**src/rtl/ls_sequencer.sv**
```systemverilog
// ls_sequencer: accepts one RISC-V LD/SD per handshake, decodes it into rf
// control fields, strobes rf enable for one cycle, waits out the memory
// latency and then pulses done. Rejected words pulse illegal instead.
module ls_sequencer #(
    parameter int BITS    = 63,
    parameter int MEM_LAT = 1,
    parameter int CNT_W   = 16
) (
    input  logic             clk,
    input  logic             reset,
    input  logic             instr_valid,
    output logic             instr_ready,
    input  logic [31:0]      instr,
    output logic             rf_enable,
    output logic             rf_load_store,
    output logic [4:0]       rf_ra,
    output logic [4:0]       rf_rb,
    output logic [4:0]       rf_rw,
    output logic [BITS:0]    rf_imm,
    output logic             busy,
    output logic             done,
    output logic             illegal,
    output logic [CNT_W-1:0] load_count,
    output logic [CNT_W-1:0] store_count
);

    typedef enum logic [2:0] {
        ST_IDLE,
        ST_DECODE,
        ST_EXEC,
        ST_WAIT,
        ST_DONE
    } state_t;

    // Last WAIT count value; unused when MEM_LAT is 0 since EXEC skips WAIT.
    localparam logic [3:0] WAIT_LAST = (MEM_LAT > 0) ? 4'(MEM_LAT - 1) : 4'd0;

    state_t         state_reg, state_next;
    logic [3:0]     wait_cnt_reg, wait_cnt_next;
    logic           illegal_reg, illegal_next;
    logic [31:0]    instr_reg;
    logic           accept;
    logic           is_ld, is_sd;
    logic [11:0]    imm12;

    logic           rf_load_store_reg;
    logic [4:0]     rf_ra_reg, rf_rb_reg, rf_rw_reg;
    logic [BITS:0]  rf_imm_reg;

    assign accept = instr_valid && (state_reg == ST_IDLE);

    // Decode of the latched word: both LD and SD use funct3 = 011.
    assign is_ld = (instr_reg[6:0] == 7'b0000011) && (instr_reg[14:12] == 3'b011);
    assign is_sd = (instr_reg[6:0] == 7'b0100011) && (instr_reg[14:12] == 3'b011);
    assign imm12 = is_ld ? instr_reg[31:20] : {instr_reg[31:25], instr_reg[11:7]};

    // Next-state logic for the IDLE/DECODE/EXEC/WAIT/DONE sequence.
    always_comb begin
        state_next    = state_reg;
        wait_cnt_next = wait_cnt_reg;
        illegal_next  = 1'b0;
        case (state_reg)
            ST_IDLE: begin
                if (accept) begin
                    state_next = ST_DECODE;
                end
            end
            ST_DECODE: begin
                if (is_ld || is_sd) begin
                    state_next = ST_EXEC;
                end else begin
                    state_next   = ST_IDLE;
                    illegal_next = 1'b1;
                end
            end
            ST_EXEC: begin
                wait_cnt_next = 4'd0;
                state_next    = (MEM_LAT > 0) ? ST_WAIT : ST_DONE;
            end
            ST_WAIT: begin
                if (wait_cnt_reg == WAIT_LAST) begin
                    state_next = ST_DONE;
                end else begin
                    wait_cnt_next = wait_cnt_reg + 4'd1;
                end
            end
            ST_DONE: begin
                state_next = ST_IDLE;
            end
            default: begin
                state_next = ST_IDLE;
            end
        endcase
    end

    // State, wait counter and the one-cycle illegal pulse register.
    always_ff @(posedge clk) begin
        if (reset) begin
            state_reg    <= ST_IDLE;
            wait_cnt_reg <= 4'd0;
            illegal_reg  <= 1'b0;
        end else begin
            state_reg    <= state_next;
            wait_cnt_reg <= wait_cnt_next;
            illegal_reg  <= illegal_next;
        end
    end

    // Capture the instruction word on the handshake edge.
    always_ff @(posedge clk) begin
        if (reset) begin
            instr_reg <= 32'd0;
        end else if (accept) begin
            instr_reg <= instr;
        end
    end

    // rf fields update only on a legal decode and hold until the next one.
    always_ff @(posedge clk) begin
        if (reset) begin
            rf_load_store_reg <= 1'b0;
            rf_ra_reg         <= 5'd0;
            rf_rb_reg         <= 5'd0;
            rf_rw_reg         <= 5'd0;
            rf_imm_reg        <= '0;
        end else if ((state_reg == ST_DECODE) && (is_ld || is_sd)) begin
            rf_load_store_reg <= is_ld;
            rf_rb_reg         <= instr_reg[19:15];
            rf_ra_reg         <= is_ld ? 5'd0 : instr_reg[24:20];
            rf_rw_reg         <= is_ld ? instr_reg[11:7] : 5'd0;
            rf_imm_reg        <= {{(BITS - 11){imm12[11]}}, imm12};
        end
    end

    // Saturating completion counters: index 0 counts loads, 1 counts stores.
    genvar gi;
    generate
        for (gi = 0; gi < 2; gi++) begin : g_cnt
            logic [CNT_W-1:0] cnt_reg;
            logic             hit;
            assign hit = (state_reg == ST_DONE) && (rf_load_store_reg == (gi == 0));
            // Count the completion while in DONE, holding at all-ones.
            always_ff @(posedge clk) begin
                if (reset) begin
                    cnt_reg <= '0;
                end else if (hit && (cnt_reg != '1)) begin
                    cnt_reg <= cnt_reg + CNT_W'(1);
                end
            end
        end
    endgenerate

    assign instr_ready   = (state_reg == ST_IDLE);
    assign busy          = (state_reg != ST_IDLE);
    assign rf_enable     = (state_reg == ST_EXEC);
    assign done          = (state_reg == ST_DONE);
    assign illegal       = illegal_reg;
    assign rf_load_store = rf_load_store_reg;
    assign rf_ra         = rf_ra_reg;
    assign rf_rb         = rf_rb_reg;
    assign rf_rw         = rf_rw_reg;
    assign rf_imm        = rf_imm_reg;
    assign load_count    = g_cnt[0].cnt_reg;
    assign store_count   = g_cnt[1].cnt_reg;

endmodule

```
**config.mk**
```make
export PLATFORM = sky130hd
export DESIGN_NAME = ls_sequencer
export DESIGN_NICKNAME = d
export VERILOG_FILES = /design/src/rtl/ls_sequencer.sv
export SDC_FILE = /design/constraint.sdc
export NUM_CORES = 1
export LEC_CHECK = 0
export CAP_MARGIN = 0
export CORE_MARGIN = 3
export CORE_UTILIZATION = 42
export DETAILED_ROUTE_END_ITERATION = 10
export PLACE_DENSITY_LB_ADDON = 0.08
export SLEW_MARGIN = 0
export SYNTH_ARGS = -nofsm -noshare
export SYNTH_HDL_FRONTEND = slang
export SYNTH_SLANG_ARGS = --single-unit
```
**constraint.sdc**
```tcl
create_clock -name clk -period 2.2 [get_ports clk]
set_clock_uncertainty 0.1 [all_clocks]
set_input_delay 0.44 -clock clk [delete_from_list [all_inputs] [get_ports clk]]
set_output_delay 0.44 -clock clk [all_outputs]
set_load 0.02 [all_outputs]
```
---- Yosys cells after proc, flatten, opt, wreduce, memory -nomap -nowiden ----
Index checks and enable logic that the tools add are counted.
storage, ports and cells
  register bits after elaboration ......... 100
  input port bits ......................... 35
  output and inout bits ................... 117
cells by class
  add/subtract/negate cells ............... 3
  equality and inequality tests ........... 12
  mux-type cells .......................... 10
  bitwise logic cells ..................... 2
  reductions and logical operators ........ 16
operators by type and width
  kind                                                   count
  adder 16 x 1 -> 16 bit, second input constant          2
  inequality test 16 bit, second input constant          2
  two-way mux 5 bit                                      3
  one-hot mux 3 bit (4 select lines)                     1
  equality test 3 x 2 -> 1 bit, second input constant    3
  logical AND 1 bit                                      8
  one-hot mux 4 bit (2 select lines)                     1
  equality test 7 x 2 -> 1 bit, second input constant    1
  equality test 7 x 6 -> 1 bit, second input constant    1
  two-way mux 3 bit                                      2
  adder 4 x 1 -> 4 bit, second input constant            1
  zero test 4 bit                                        1
  two-way mux 4 bit                                      1
  inequality test 2 bit, second input constant           2
  AND reduction 2 bit                                    2
  equality test 3 x 1 -> 1 bit, second input constant    1
  equality test 3 bit, second input constant             1
  zero test 3 bit                                        1
  nonzero test 3 bit                                     1
  two-way mux 2 bit                                      1
  inequality test 2 x 1 -> 1 bit, second input constant  1
  NOT 1 bit                                              2
  nonzero test 2 bit                                     1
  OR reduction 2 bit                                     1
  other kinds (2)                                        2

---- Depth between registers and ports, before layout ----
  depth in word-level cells ............... 5
  gate-level depth with buffers ........... 7
  gate-level depth less buffers ........... 6

---- Least setup slack after synthesis ----
No wires, ideal clock.
  path kind ............................... register to register
  start ................................... register rf_load_store_reg, in the netlist rf_load_store
  end ..................................... register g_cnt[1].cnt_reg[13], in the netlist store_count[13]
  library setup time ...................... 0.070 ns
  arrival ................................. 2.197 ns
  data required time ...................... 2.030 ns
  slack ................................... -0.167 ns
  cell stages (with the launch flop) ...... 6
  clock period less this slack ............ 2.367 ns
  path through ............................ dfxtp_1 -> or4b_1 -> clkbuf_2 -> or4_4 -> or4_1 -> a21oi_1
between the ends
  cells in the longest elaborated chain, start to end .. 3
ends and longest elaborated chain
  element                   line  source
  start: declaration        46    logic rf_load_store_reg;
  start signal: assignment  127   rf_load_store_reg <= is_ld;
  NOT 1 bit                 141   assign hit = (state_reg == ST_DONE) && (rf_load_store_reg == (gi == 0));
  logical AND 1 bit         141
  logical AND 1 bit         146   end else if (hit && (cnt_reg != '1)) begin
  end signal: assignment    147   cnt_reg <= cnt_reg + CNT_W'(1);
  end: declaration          139   logic [CNT_W-1:0] cnt_reg;
Every way passes these cells.
A chain may end at the register's enable or synchronous reset.

---- Final worst setup path ----
Same ends and word-level chain as after synthesis.

==> run summary <==
Status -> completed
CP max-delay cell -> or4b_4
Worst setup EP type -> flop
Max_slew headroom -> 72.82%
Dpl hpwl -> 8200 um
Vias in the first global route -> 3932
Netlist Area Pre-Place -> 4581 um2
Worst path cell trace -> or4b_4 -> or4_4 -> or4_1 -> a21oi_1
Final worst-path cycle share -> 97.27%
Clock latency at the later pin of the worst-skew pair -> 0.35 ns
First-pass GRT wire length -> 18960 um
GRT overflow -> 0
Chip width -> 110.4 um
Hold Startpoint -> instr_reg[29]$_SDFFE_PP0P_
Sink Count -> 100
DR iter-0 viols -> 190
Yosys Warn Count -> 0
Post-route insts no fill -> 818
Max cap viols -> 0
1st-pass router iterations -> 4
Worst Hold End -> rf_imm[9]$_SDFFE_PP0P_
Hold_ws -> 0.3444 ns
Peak supply drop -> 269.8 uV
Fillers -> 937
Synth area leaders -> dfxtp_1 44%, nand2_1 9.2%, buf_4 8.7%
Pleak -> 0.002899 uW
Register area -> 2008 um2
Top-count cell post-synth -> nand2_1
Unique cell type count in the Yosys netlist -> 46
Share of cells above drive strength 1 -> 9.531%
Hold-critical path depth -> 2
Worst-path maximum fanout -> 5
Clock transition at the registers of the reported paths -> 0.10 ns
Setup repair after global routing missed its margin -> true
Worst r2r dst -> store_count[13]$_SDFFE_PP0P_
Hold Vio Cnt, Final -> 0
Async SR Flop Fraction -> 0%
Max reg flops -> 32
Core Area -> 10460 um2
Vias post-DR -> 4343
Fin crit period -> 2.140 ns
Post-place setup slack -> 0.01739 ns
Root buffer cell -> clkbuf_8
Final setup fails -> 0
CTS buffer count -> 9
Initial Utilization -> 43.78%
Wire length per cell -> 14.12 um
Post-synth top cells -> 112 x nand2_1, 100 x dfxtp_1, 79 x a21oi_1
Post-synthesis average cell area -> 8.079 um2
Setup slack after layout -> 0.06010 ns
RR Startpoint -> rf_load_store$_SDFFE_PP0P_
Final wirelength -> 11550 um
Slew @ Worst Pin -> 0.4077 ns
Final setup TNS -> 0 ns
Fmax -> 0.4673 GHz
Hold Path Class -> flop to flop
GRT Resource Usage Total -> 18.13%
Slowest stage delay, CP -> 0.56 ns
Number of placed instances, taps included -> 798
Area Overhead vs Synth -> 39.14%
Hold Buf Count CTS -> 0
Synth top area share -> 43.70%
I/O Pins -> 152
CTS H-tree depth -> 3
Initial antenna violation count -> 0
DIE AREA -> 12200 um2
Nets -> 716
Reg2Reg Depth -> 4
Pwr Density -> 509.5 nW/um2
Final Wtd Congestion -> 0.8066
Ys flop type -> dfxtp_1
Setup slack, reg-to-reg -> 0.06 ns
Post-route ant nets -> 0
Critical path class -> flop to flop
TritonCTS clock tree -> yes
Clock Path Buffers -> 2
Row count -> 37
Post-synth EDFFs -> 0
Critical Path RT -> 2.38 ns
DR vias/cell -> 5.309
Register bit total from synthesis -> 100
Startpoint types -> flop
Port bufs -> 151
Final Max Slew Viols -> 0
Die Ht -> 110.4 um
Largest net degree at the start of global routing -> 54
Antenna Cells -> 0
Syn nets -> 606
Seq/Total Area, Yosys -> 43.70%
DRC violations left -> 0
CP arrival -> 2.32 ns
Cells after Synth -> 567
Cell accounting for the most synthesized area -> dfxtp_1
Area taken by multi-input logic gates -> 2037 um2
-- repair_timing --
action                     CTS  global route
setup endpoints to repair    4            77
gates resized for setup      4            47
buffers inserted             0             4
hold endpoints to repair     0             0
gates cloned                 0             0
-- worst max-delay path: cells and delay by family, from the launching register on --
family / cells / cell delay [ns]
DFF: 1 / 0.35
AOI/OAI and AO/OA: 1 / 0.13
and+or+nand+nor: 3 / 1.50
-- placed cells by master, fill, tap and decap left out, types with 3 or more instances in the layout --
cell type / instances
a21oi_1: 79
inv_1: 12
ha_1: 4
dfxtp_1: 97
a221oi_1: 5
nor4_2: 3
o31ai_1: 16
dlymetal6s2s_1: 41
nand3b_1: 8
nor2b_1: 3
clkbuf_8: 9
nor3b_1: 3
nor2_1: 18
clkdlybuf4s50_1: 105
o21ai_0: 8
nand2_1: 112
and2_1: 3
buf_4: 28
buf_12: 4
nand3_1: 17
nor3_1: 14
dlygate4sd2_1: 4
and3_1: 5
nand4_1: 11
nor4_1: 9
or4_1: 17
mux2_2: 3
or3_1: 3
-- where the power goes --
part | total (uW) | leakage [uW] | internal [uW] | switching [uW]
combinational | 207 | 0.00199 | 100 | 107
sequential | 1870 | 0.000813 | 1840 | 22.0
clock | 1180 | 0.0000938 | 536 | 640
total | 3250 | 0.00290 | 2480 | 768
-- worst max path at each step --
stage                                          start                      endpoint  slack [ns]
final                     rf_load_store$_SDFFE_PP0P_  store_count[13]$_SDFFE_PP0P_        0.06
after global routing      rf_load_store$_SDFFE_PP0P_  store_count[13]$_SDFFE_PP0P_       -0.03
after CTS                 rf_load_store$_SDFFE_PP0P_  store_count[13]$_SDFFE_PP0P_      0.0005
after detailed placement  rf_load_store$_SDFFE_PP0P_  store_count[13]$_SDFFE_PP0P_        0.02
after global placement    rf_load_store$_SDFFE_PP0P_  store_count[13]$_SDFFE_PP0P_        0.05
after floorplan           rf_load_store$_SDFFE_PP0P_  store_count[13]$_SDFFE_PP0P_       0.004
-- cell families after synthesis --
| group | share of synthesized area [%] |
|---|---|
| multiplexers | 0.9560 |
| adder cells (fa/ha/maj) | 1.093 |
| buffers and inverters | 12.40 |
| XOR/XNOR | 0.1912 |
| AND/OR/NAND/NOR | 26.20 |
| flip-flops | 43.70 |
| AO/OA/AOI/OAI | 15.46 |
-- stage by stage --
stage,utilization (%),cell area (um2),power (uW)
floorplan,-,4588,2006
global placement,57.63,6030,2112
detailed placement,57.63,6030,2115
CTS,59.46,6221,3293
global route,60.92,6374,3384
finish,60.92,6374,3248
-- per-layer routing --
| metal | up-vias | GRT usage (%) | part of all wire (%) |
|---|---|---|---|
| met2 | 121 | 29.81 | 47 |
| met3 | 10 | 4.329 | 5.8 |
| met1 | 2042 | 23.48 | 46 |
| met4 | 0 | 5.747 | 1.1 |
| li1 | 2170 | - | - |
| met5 | - | 0 | 0 |
-- layout make-up --
class                   instances  area share, %
multi-input cells             369          31.96
flip-flops and latches        100          31.51
repair buffers                185          30.07
well taps                     136          2.670
clock buffers                  10          2.002
clock inverters                 6          1.080
inverters                      12         0.7067
Power figures use the tool's default switching activity.
